--- src/rtl/id_ex_issue_pkg.sv ---
// id_ex_issue_pkg
// Shared widths, ALU op encodings, funct codes and the ID/EX pipeline
// register layout used by the ID/EX issue stage and its forwarding muxes.
//   DATA_WIDTH       : operand width
//   FIELD_WIDTH_FUNC : funct field width
//   REG_ADDR_WIDTH   : register index width
package id_ex_issue_pkg;

  localparam int DATA_WIDTH       = 32;
  localparam int FIELD_WIDTH_FUNC = 6;
  localparam int REG_ADDR_WIDTH   = 5;

  // ALU operation class handed to the ALU together with the funct code.
  typedef enum logic [1:0] {
    ALUOP_ADD   = 2'b00,
    ALUOP_SUB   = 2'b01,
    ALUOP_RTYPE = 2'b10
  } alu_op_e;

  // R-type funct codes understood by the ALU.
  localparam logic [FIELD_WIDTH_FUNC-1:0] FUNCT_ADD = 6'h20;
  localparam logic [FIELD_WIDTH_FUNC-1:0] FUNCT_SUB = 6'h22;
  localparam logic [FIELD_WIDTH_FUNC-1:0] FUNCT_AND = 6'h24;
  localparam logic [FIELD_WIDTH_FUNC-1:0] FUNCT_OR  = 6'h25;
  localparam logic [FIELD_WIDTH_FUNC-1:0] FUNCT_SLT = 6'h2a;

  // Contents of the ID/EX pipeline register.
  typedef struct packed {
    logic                        valid;
    logic [REG_ADDR_WIDTH-1:0]   rs;
    logic [REG_ADDR_WIDTH-1:0]   rt;
    logic [REG_ADDR_WIDTH-1:0]   wb_rd;
    logic [DATA_WIDTH-1:0]       rs_data;
    logic [DATA_WIDTH-1:0]       rt_data;
    logic [DATA_WIDTH-1:0]       imm;
    alu_op_e                     op;
    logic [FIELD_WIDTH_FUNC-1:0] fcn;
    logic                        alu_src;
    logic                        reg_write;
    logic                        mem_read;
    logic                        mem_write;
    logic                        mem_to_reg;
  } ex_reg_t;

  // A bubble is an all-zero register: invalid, no controls, indices 0, data 0.
  localparam ex_reg_t EX_BUBBLE = '0;

endpackage

--- src/rtl/id_ex_issue_fwd_mux.sv ---
// fwd_mux
// Priority forwarding select for one EX-stage source register.
//   idx            : register index read by the EX instruction
//   reg_data       : value captured from the register file in decode
//   exmem_*        : EX/MEM forward source (highest priority)
//   memwb_*        : MEM/WB forward source
//   value          : forwarded operand value
module fwd_mux
  import id_ex_issue_pkg::*;
(
  input  logic [REG_ADDR_WIDTH-1:0] idx,
  input  logic [DATA_WIDTH-1:0]     reg_data,
  input  logic                      exmem_reg_write,
  input  logic [REG_ADDR_WIDTH-1:0] exmem_rd,
  input  logic [DATA_WIDTH-1:0]     exmem_result,
  input  logic                      memwb_reg_write,
  input  logic [REG_ADDR_WIDTH-1:0] memwb_rd,
  input  logic [DATA_WIDTH-1:0]     memwb_result,
  output logic [DATA_WIDTH-1:0]     value
);

  logic idx_nonzero;

  // Register 0 is hardwired to zero, so a write "to" it must never be forwarded.
  assign idx_nonzero = (idx != '0);

  // The younger EX/MEM result overrides MEM/WB, which overrides the stale read.
  always_comb begin
    value = reg_data;
    if (memwb_reg_write && idx_nonzero && (memwb_rd == idx))
      value = memwb_result;
    if (exmem_reg_write && idx_nonzero && (exmem_rd == idx))
      value = exmem_result;
  end

endmodule

--- src/rtl/id_ex_issue.sv ---
// id_ex_issue
// ID/EX pipeline stage feeding the ALU. Registers decoded operands and
// controls, forwards EX/MEM and MEM/WB results onto the operand buses,
// selects the immediate, detects load-use hazards (stall + bubble) and
// counts stall cycles.
//   clk_87, rst_n_87      : clock, asynchronous active-low reset
//   id_*                  : decoded instruction from the decode stage
//   flush_87              : squash the decode instruction
//   exmem_*, memwb_*      : forwarding sources
//   stall_87              : hold PC and IF/ID
//   ex_valid_87, arg_*, op_87, fcn_87 : ALU interface
//   ex_store_data_87, ex_wb_rd_87, ex_*_87 : downstream data and controls
//   stall_count_87        : saturating stall-cycle count
module id_ex_issue
  import id_ex_issue_pkg::*;
(
  input  logic                        clk_87,
  input  logic                        rst_n_87,
  input  logic                        id_valid_87,
  input  logic [DATA_WIDTH-1:0]       id_rs_data_87,
  input  logic [DATA_WIDTH-1:0]       id_rt_data_87,
  input  logic [DATA_WIDTH-1:0]       id_imm_87,
  input  logic [REG_ADDR_WIDTH-1:0]   id_rs_87,
  input  logic [REG_ADDR_WIDTH-1:0]   id_rt_87,
  input  logic [REG_ADDR_WIDTH-1:0]   id_rd_87,
  input  logic [1:0]                  id_alu_op_87,
  input  logic [FIELD_WIDTH_FUNC-1:0] id_fcn_87,
  input  logic                        id_alu_src_87,
  input  logic                        id_reg_dst_87,
  input  logic                        id_reg_write_87,
  input  logic                        id_mem_read_87,
  input  logic                        id_mem_write_87,
  input  logic                        id_mem_to_reg_87,
  input  logic                        flush_87,
  input  logic                        exmem_reg_write_87,
  input  logic [REG_ADDR_WIDTH-1:0]   exmem_rd_87,
  input  logic [DATA_WIDTH-1:0]       exmem_result_87,
  input  logic                        memwb_reg_write_87,
  input  logic [REG_ADDR_WIDTH-1:0]   memwb_rd_87,
  input  logic [DATA_WIDTH-1:0]       memwb_result_87,
  output logic                        stall_87,
  output logic                        ex_valid_87,
  output logic [DATA_WIDTH-1:0]       arg_a_87,
  output logic [DATA_WIDTH-1:0]       arg_b_87,
  output logic [1:0]                  op_87,
  output logic [FIELD_WIDTH_FUNC-1:0] fcn_87,
  output logic [DATA_WIDTH-1:0]       ex_store_data_87,
  output logic [REG_ADDR_WIDTH-1:0]   ex_wb_rd_87,
  output logic                        ex_reg_write_87,
  output logic                        ex_mem_read_87,
  output logic                        ex_mem_write_87,
  output logic                        ex_mem_to_reg_87,
  output logic [15:0]                 stall_count_87
);

  ex_reg_t               ex_q;
  ex_reg_t               ex_d;
  logic                  stall;
  logic [15:0]           stall_count_q;
  logic [DATA_WIDTH-1:0] rs_fwd;
  logic [DATA_WIDTH-1:0] rt_fwd;

  // Load-use hazard: the load in EX writes a register the decode instruction
  // reads. rt is compared even for I-type users; a spurious stall is harmless.
  always_comb begin
    stall = ex_q.valid && ex_q.mem_read && (ex_q.wb_rd != '0) && id_valid_87 &&
            ((ex_q.wb_rd == id_rs_87) || (ex_q.wb_rd == id_rt_87));
  end

  // Next register contents: the decode instruction, or a bubble when it is
  // idle, stalled or squashed (stall and flush together still give one bubble).
  always_comb begin
    ex_d = EX_BUBBLE;
    if (id_valid_87 && !stall && !flush_87) begin
      ex_d.valid      = 1'b1;
      ex_d.rs         = id_rs_87;
      ex_d.rt         = id_rt_87;
      ex_d.wb_rd      = id_reg_dst_87 ? id_rd_87 : id_rt_87;
      ex_d.rs_data    = id_rs_data_87;
      ex_d.rt_data    = id_rt_data_87;
      ex_d.imm        = id_imm_87;
      ex_d.op         = alu_op_e'(id_alu_op_87);
      ex_d.fcn        = id_fcn_87;
      ex_d.alu_src    = id_alu_src_87;
      ex_d.reg_write  = id_reg_write_87;
      ex_d.mem_read   = id_mem_read_87;
      ex_d.mem_write  = id_mem_write_87;
      ex_d.mem_to_reg = id_mem_to_reg_87;
    end
  end

  always_ff @(posedge clk_87 or negedge rst_n_87) begin
    if (!rst_n_87)
      ex_q <= EX_BUBBLE;
    else
      ex_q <= ex_d;
  end

  // Stall-cycle counter, pinned at all-ones instead of wrapping.
  always_ff @(posedge clk_87 or negedge rst_n_87) begin
    if (!rst_n_87)
      stall_count_q <= '0;
    else if (stall && (stall_count_q != 16'hFFFF))
      stall_count_q <= stall_count_q + 16'd1;
  end

  fwd_mux u_fwd_rs (
    .idx             (ex_q.rs),
    .reg_data        (ex_q.rs_data),
    .exmem_reg_write (exmem_reg_write_87),
    .exmem_rd        (exmem_rd_87),
    .exmem_result    (exmem_result_87),
    .memwb_reg_write (memwb_reg_write_87),
    .memwb_rd        (memwb_rd_87),
    .memwb_result    (memwb_result_87),
    .value           (rs_fwd)
  );

  fwd_mux u_fwd_rt (
    .idx             (ex_q.rt),
    .reg_data        (ex_q.rt_data),
    .exmem_reg_write (exmem_reg_write_87),
    .exmem_rd        (exmem_rd_87),
    .exmem_result    (exmem_result_87),
    .memwb_reg_write (memwb_reg_write_87),
    .memwb_rd        (memwb_rd_87),
    .memwb_result    (memwb_result_87),
    .value           (rt_fwd)
  );

  assign stall_87         = stall;
  assign ex_valid_87      = ex_q.valid;
  assign arg_a_87         = rs_fwd;
  assign arg_b_87         = ex_q.alu_src ? ex_q.imm : rt_fwd;
  assign op_87            = ex_q.op;
  assign fcn_87           = ex_q.fcn;
  assign ex_store_data_87 = rt_fwd;
  assign ex_wb_rd_87      = ex_q.wb_rd;
  assign ex_reg_write_87  = ex_q.reg_write;
  assign ex_mem_read_87   = ex_q.mem_read;
  assign ex_mem_write_87  = ex_q.mem_write;
  assign ex_mem_to_reg_87 = ex_q.mem_to_reg;
  assign stall_count_87   = stall_count_q;

endmodule

--- config.mk ---
export PLATFORM = sky130hd
export DESIGN_NAME = id_ex_issue
export DESIGN_NICKNAME = d
export VERILOG_FILES = /design/src/rtl/id_ex_issue_pkg.sv /design/src/rtl/id_ex_issue_fwd_mux.sv /design/src/rtl/id_ex_issue.sv
export SDC_FILE = /design/constraint.sdc
export NUM_CORES = 1
export LEC_CHECK = 0
export BUFFER_PORTS_ARGS = -buffer_cell sky130_fd_sc_hd__buf_4
export CORE_UTILIZATION = 45
export DETAILED_ROUTE_END_ITERATION = 10
export GPL_ROUTABILITY_DRIVEN = 0
export GPL_TIMING_DRIVEN = 0
export PLACE_DENSITY = 0.89
export SKIP_LAST_GASP = 1
export SLEW_MARGIN = 20
export SYNTH_ARGS = -nofsm -noshare
export SYNTH_HDL_FRONTEND = slang
export SYNTH_HIERARCHICAL = 1
export SYNTH_SLANG_ARGS = --single-unit
--- constraint.sdc ---
create_clock -name clk_87 -period 6 [get_ports clk_87]
set_clock_uncertainty 0.1 [all_clocks]
set_input_delay 0.6 -clock clk_87 [delete_from_list [all_inputs] [get_ports clk_87]]
set_output_delay 0.6 -clock clk_87 [all_outputs]
set_load 0.01 [all_outputs]
**After elaboration in Yosys (flattened, before gate mapping)**

Cells that the tools add are included.

- Register bits: 141
- Input port bits: 205
- Word-level logic and storage cells: 51

- Add/subtract/negate cells: 1
- Eq/ne operators: 7
- Mux-type cells: 7
- Reduce and logical (&&, ||, !) cells: 21

Operators by type and width:

| cell | count |
|---|---|
| two-way mux 32 bit | 5 |
| two-way mux 125 bit | 1 |
| equality test 5 bit | 6 |
| adder 16 x 1 -> 16 bit (second input constant) | 1 |
| != test 16 bit (second input constant) | 1 |
| logical AND 1 bit | 15 |
| nonzero test 5 bit | 3 |
| two-way mux 5 bit | 1 |
| logical NOT 1 bit | 2 |
| logical OR 1 bit | 1 |

**Logic depth before layout (Yosys ltp)**

- Depth after elaboration: 8
- Mapped depth: 7
- Gate-level depth less buffers: 6

**Modules after synthesis**

The synthesis kept the hierarchy.

Modules (own cells, without submodules):

| module | times used | cells an instance | area each (um^2) | seq. area each (um^2) |
|---|---|---|---|---|
| id_ex_issue | 1 | 408 | 5,405.2 | 3,528.4 |
| fwd_mux | 2 | 169 | 948.4 | 0.0 |

**Worst setup path after synthesis**

No wires, ideal clock.

- Kind: input-to-output
- From: input port memwb_rd_87[2]
- To: output port arg_b_87[20]
- Arrival: 2,036 ps
- Path slack: 3,264 ps
- Cell stages on the path: 7
- Path buffers: 2
- Path through: xnor2_1 -> and4_1 -> clkbuf_1 -> clkbuf_1 -> nand3_1 -> a31oi_1 -> mux2_2

- Longest elaborated chain between the ends: 5

RTL lines:

| what | line | RTL |
|---|---|---|
| from (decl) | id_ex_issue.sv:39 | `input logic [REG_ADDR_WIDTH-1:0] memwb_rd_87,` |
| equality test 5 bit | id_ex_issue_fwd_mux.sv:30 | `if (memwb_reg_write && idx_nonzero && (memwb_rd == idx))` |
| logical AND 1 bit | id_ex_issue_fwd_mux.sv:30 |  |
| two-way mux 32 bit | id_ex_issue_fwd_mux.sv:30 |  |
| two-way mux 32 bit | id_ex_issue_fwd_mux.sv:32 | `if (exmem_reg_write && idx_nonzero && (exmem_rd == idx))` |
| net ex_store_data_87[20] | id_ex_issue.sv:47 | `output logic [DATA_WIDTH-1:0] ex_store_data_87,` |
| two-way mux 32 bit | id_ex_issue.sv:134 | `assign arg_b_87 = ex_q.alu_src ? ex_q.imm : rt_fwd;` |
| to (decl) | id_ex_issue.sv:44 | `output logic [DATA_WIDTH-1:0] arg_b_87,` |

The timed path passes the listed nets, and every way through them passes these cells.

**Worst setup path after layout**

- From: register ex_q[114] in the netlist's numbering
- To: output port arg_b_87[12]

- Longest elaborated chain between the ends: 6

RTL lines:

| what | line | RTL |
|---|---|---|
| from (decl) | id_ex_issue.sv:56 | `ex_reg_t ex_q;` |
| from (signal assigned) | id_ex_issue.sv:94 | `ex_q <= EX_BUBBLE;` |
| from (signal assigned) | id_ex_issue.sv:96 | `ex_q <= ex_d;` |
| nonzero test 5 bit | id_ex_issue_fwd_mux.sv:25 | `assign idx_nonzero = (idx != '0);` |
| logical AND 1 bit (2 in series) | id_ex_issue_fwd_mux.sv:30 |  |
| two-way mux 32 bit | id_ex_issue_fwd_mux.sv:30 |  |
| two-way mux 32 bit (*) | id_ex_issue_fwd_mux.sv:32 |  |
| two-way mux 32 bit (*) | id_ex_issue.sv:134 |  |

Mark *: on every way between the ends. The rest lies on a longest branch, timed or not.

==> impl_metrics.xml <==
<?xml version="1.0" encoding="UTF-8"?>
<metrics>
  <group name="outcome">
    <metric name="outcome" unit="">finished, final reports clean</metric>
  </group>
  <group name="clock_network">
    <metric name="cts_resized" unit="">0</metric>
    <metric name="ctsHoldBuffers" unit="">0</metric>
    <metric name="cts.repair_timing.setup_buffer_count" unit="">0</metric>
    <metric name="clkTransAtPathRegs" unit="ps">60</metric>
    <metric name="cts.sinks" unit="">141</metric>
    <metric name="cts-buffers-inserted" unit="">17</metric>
    <metric name="worst_skew_pair.late_latency" unit="ps">430</metric>
    <metric name="clockRootBuffer" unit="">sky130_fd_sc_hd__clkbuf_16</metric>
    <metric name="cts_max_level" unit="">4</metric>
    <metric name="clockBufferDepth" unit="">2</metric>
    <metric name="cts_tree" unit="">done</metric>
  </group>
  <group name="worst_setup_path">
    <metric name="timing.reg2reg.worst_path_depth" unit="">7</metric>
    <metric name="endpoint" unit="">arg_b_87[12]</metric>
    <metric name="crit-reg2reg-launch" unit="">ex_wb_rd_87[1]</metric>
    <metric name="path_class" unit="">reg -&gt; out</metric>
    <metric name="worstSetupEndpointType" unit="">output pin</metric>
    <metric name="crit_path_max_fanout" unit="">10</metric>
    <metric name="worstPathRequired" unit="ps">5300</metric>
    <metric name="crit_arrival" unit="ps">2930</metric>
    <metric name="cp-start-kind" unit="">register</metric>
    <metric name="reg2reg_slack" unit="ps">3520</metric>
    <metric name="crit_path_start" unit="">ex_q[114]</metric>
    <metric name="critical_path.reg2reg.endpoint" unit="">ex_q[78]</metric>
  </group>
  <group name="synthesis">
    <metric name="synthesis.area_per_instance" unit="µm²">9.79</metric>
    <metric name="synth_cells" unit="">746</metric>
    <metric name="number_of_synthesized_flops_with_an_enable_pin" unit="">0</metric>
    <metric name="synthDistinctLibCells" unit="">36</metric>
    <metric name="synth.ff_latch_count" unit="">141</metric>
    <metric name="yosysSeqAreaShare" unit="%">48.3</metric>
    <metric name="synth_top_cells_by_area" unit="">sky130_fd_sc_hd__dfrtp_1, sky130_fd_sc_hd__and2_1, sky130_fd_sc_hd__a31oi_1, sky130_fd_sc_hd__xnor2_1, sky130_fd_sc_hd__nand3_1</metric>
    <metric name="synth_top_area_share" unit="%">48.3</metric>
    <metric name="dominantRegCellSynth" unit="">sky130_fd_sc_hd__dfrtp_1</metric>
    <metric name="synthesis.nets" unit="">952</metric>
    <metric name="syn-cell-area" unit="µm²">7300</metric>
    <metric name="yosys-top-cells-count" unit="">sky130_fd_sc_hd__dfrtp_1, sky130_fd_sc_hd__and2_1, sky130_fd_sc_hd__nand3_1</metric>
    <metric name="ys_warn_count" unit="">6</metric>
    <metric name="synth-async-reset-ratio" unit="%">100</metric>
    <metric name="yosysMostFrequentCell" unit="">sky130_fd_sc_hd__dfrtp_1</metric>
    <metric name="yosys.area.top_type" unit="">sky130_fd_sc_hd__dfrtp_1</metric>
  </group>
  <group name="grt">
    <metric name="globalRoute.totalOverflow" unit="">0</metric>
    <metric name="grt.total_usage" unit="%">32.2</metric>
    <metric name="antenna_found_initial" unit="">0</metric>
    <metric name="via_count_of_the_first_global_routing_pass" unit="">7444</metric>
    <metric name="grt_max_degree" unit="">78</metric>
    <metric name="grt_pass1_wl" unit="mm">40.3</metric>
  </group>
  <group name="sta">
    <metric name="worst_slew_pin_slew" unit="ps">845</metric>
    <metric name="hold_fails_final_rpt" unit="">0</metric>
    <metric name="post-route-min-period" unit="ps">3630</metric>
    <metric name="timing.slew.headroom" unit="%">43.7</metric>
    <metric name="layout_worst_path_cycle_share" unit="%">60.6</metric>
    <metric name="fmaxAchievable" unit="MHz">275</metric>
    <metric name="setup_total_negative_slack" unit="ps">0</metric>
    <metric name="fin_ws" unit="ps">2370</metric>
    <metric name="final-setup-viol-count" unit="">0</metric>
    <metric name="report.final.slew_viol_count" unit="">0</metric>
    <metric name="rsz0062_at_grt" unit="">no</metric>
  </group>
  <group name="cells_and_area">
    <metric name="finish.net_count" unit="">1306</metric>
    <metric name="area_taken_by_multi_input_logic_gates" unit="µm²">3360</metric>
    <metric name="syn2layout_area_growth" unit="%">47.3</metric>
    <metric name="post_route_cells_drive_above_1_share" unit="%">40.5</metric>
    <metric name="ff_latch_area" unit="µm²">3530</metric>
    <metric name="layout.filler_cells" unit="">1271</metric>
    <metric name="antenna-diode-count" unit="">0</metric>
  </group>
  <group name="power_and_ir_drop">
    <metric name="swShare" unit="%">24.6</metric>
    <metric name="comb_power_share" unit="%">16.2</metric>
    <metric name="total_leakage_power" unit="nW">5.10</metric>
    <metric name="pwr-share-clk" unit="%">45.0</metric>
    <metric name="power_density" unit="nW/µm²">239</metric>
    <metric name="vdd_drop_max" unit="mV">0.190</metric>
    <metric name="intPower" unit="mW">1.94</metric>
    <metric name="seqPwrFrac" unit="%">38.8</metric>
    <metric name="net-switching-power" unit="mW">0.633</metric>
  </group>
  <group name="drt">
    <metric name="drc_errors" unit="">0</metric>
    <metric name="detail_route.vias_per_cell" unit="">5.76</metric>
    <metric name="dr_wl_cell" unit="µm">20.4</metric>
    <metric name="via_count" unit="">7651</metric>
    <metric name="routed_wirelength" unit="mm">27.1</metric>
    <metric name="drt.antenna.violating_nets" unit="">0</metric>
    <metric name="drt_iter0_drc" unit="">714</metric>
    <metric name="drt_pre_antenna_iters" unit="">6</metric>
  </group>
  <group name="min_path">
    <metric name="hold_path_class" unit="">in -&gt; async</metric>
  </group>
  <group name="floorplan">
    <metric name="die-area" unit="µm²">16700</metric>
    <metric name="core.rowCount" unit="">46</metric>
    <metric name="total_core_area" unit="µm²">15900</metric>
    <metric name="top_level_ports" unit="">336</metric>
    <metric name="initial_utilization" unit="%">46.0</metric>
    <metric name="floorplan.die.height" unit="µm">129</metric>
    <metric name="die_w" unit="µm">129</metric>
  </group>
  <group name="flow_run">
    <metric name="maxCapViolCount" unit="">0</metric>
  </group>
  <group name="place">
    <metric name="place_worst_setup_slack" unit="ps">2630</metric>
    <metric name="place_hpwl" unit="mm">19.9</metric>
    <metric name="number_of_port_buffers" unit="">334</metric>
  </group>
</metrics>
-- cells by family after synthesis --
group | share of synthesized area (%)
mux | 5.77
xor+xnor | 5.40
compound gates | 11.2
flops | 48.3
simple gates | 23.5
buf+inv | 5.62
fa+ha+maj | 0.171
-- power by group through the flow --
stage / Sequential, mW / Combinational [mW] / Clock (mW)
floorplan: 1.01 / 0.165 / 0
global placement: 1.01 / 0.400 / 0
detailed placement: 1.01 / 0.412 / 0
CTS: 0.998 / 0.414 / 1.17
global route: 1.00 / 0.447 / 1.21
finish: 0.998 / 0.417 / 1.16
-- area by class of cell --
class,instances,share of cell area (%)
Tap cell,216,2.51
Clock inverter,11,1.77
Inverter,2,0.0698
Buffer,79,3.75
Sequential cell,141,32.8
Timing Repair Buffer,335,23.6
Multi-Input combinational cell,524,31.3
Clock buffer,21,4.19
-- through the flow --
stage / cells / hold slack, ps / utilization (%) / area, µm² / total power, mW
6_report: 1329 / 29.4 / 67.7 / 10800 / 2.57
5_1_grt: 1329 / 82.1 / 67.7 / 10800 / 2.66
4_1_cts: 1329 / 77.6 / 67.7 / 10800 / 2.58
3_5_place_dp: 1297 / 392 / 63.7 / 10100 / 1.43
3_3_place_gp: 1296 / 388 / 63.5 / 10100 / 1.41
2_1_floorplan: 746 / 204 / - / 7300 / 1.18
-- worst min path at each step --
stage,from,endpoint,slack [ps],cells after the start
after floorplan,rst_n_87,ex_mem_read_87,200,0
after global placement,stall_count_87[7],stall_count_87[7],390,1
after detailed placement,stall_count_87[7],stall_count_87[7],390,1
after CTS,rst_n_87,ex_q[102],80,1
after global routing,rst_n_87,ex_q[100],80,1
final,rst_n_87,ex_q[102],30,1
-- worst max-delay path, stage by stage (launching register included) --
cell and delay (ps):
sky130_fd_sc_hd__dfrtp_1 420, sky130_fd_sc_hd__or4_4 580, sky130_fd_sc_hd__o211ai_2 310, sky130_fd_sc_hd__buf_2 310
sky130_fd_sc_hd__o21ai_0 140, sky130_fd_sc_hd__a31oi_1 400, sky130_fd_sc_hd__mux2_2 230, sky130_fd_sc_hd__buf_4 110
-- cells in the final DEF, fill, tap and decap left out, types with 13 or more instances in the layout --
cell type	netlist	routed
sky130_fd_sc_hd__buf_2	15	15
sky130_fd_sc_hd__nor3_1	71	71
sky130_fd_sc_hd__and2_1	119	119
sky130_fd_sc_hd__nand4_1	13	13
sky130_fd_sc_hd__mux2_2	33	33
sky130_fd_sc_hd__a31oi_1	64	64
sky130_fd_sc_hd__dfrtp_1	141	141
sky130_fd_sc_hd__buf_4	20	353
sky130_fd_sc_hd__xnor2_1	45	45
sky130_fd_sc_hd__clkbuf_1	30	33
sky130_fd_sc_hd__nand3_1	75	75
sky130_fd_sc_hd__o21ai_0	54	54
sky130_fd_sc_hd__clkbuf_16	0	17
-- registers in the layout (all words and copies together), names as in the netlist --
register,cells
ex_valid_87,1
stall_count_87,16
ex_q,107
ex_mem_write_87,1
ex_mem_to_reg_87,1
ex_mem_read_87,1
fcn_87,6
ex_wb_rd_87,5
op_87,2
ex_reg_write_87,1
-- layer usage --
layer  track usage, %  vias up  share of wire (%)
li1                 -     3341                  -
met1             37.3     3662                 36
met2             53.3      552                 48
met3             11.7       96                 11
met4             15.1        0                3.8
met5                0        -                  0
No activity file was read; power rests on OpenSTA's default activity.
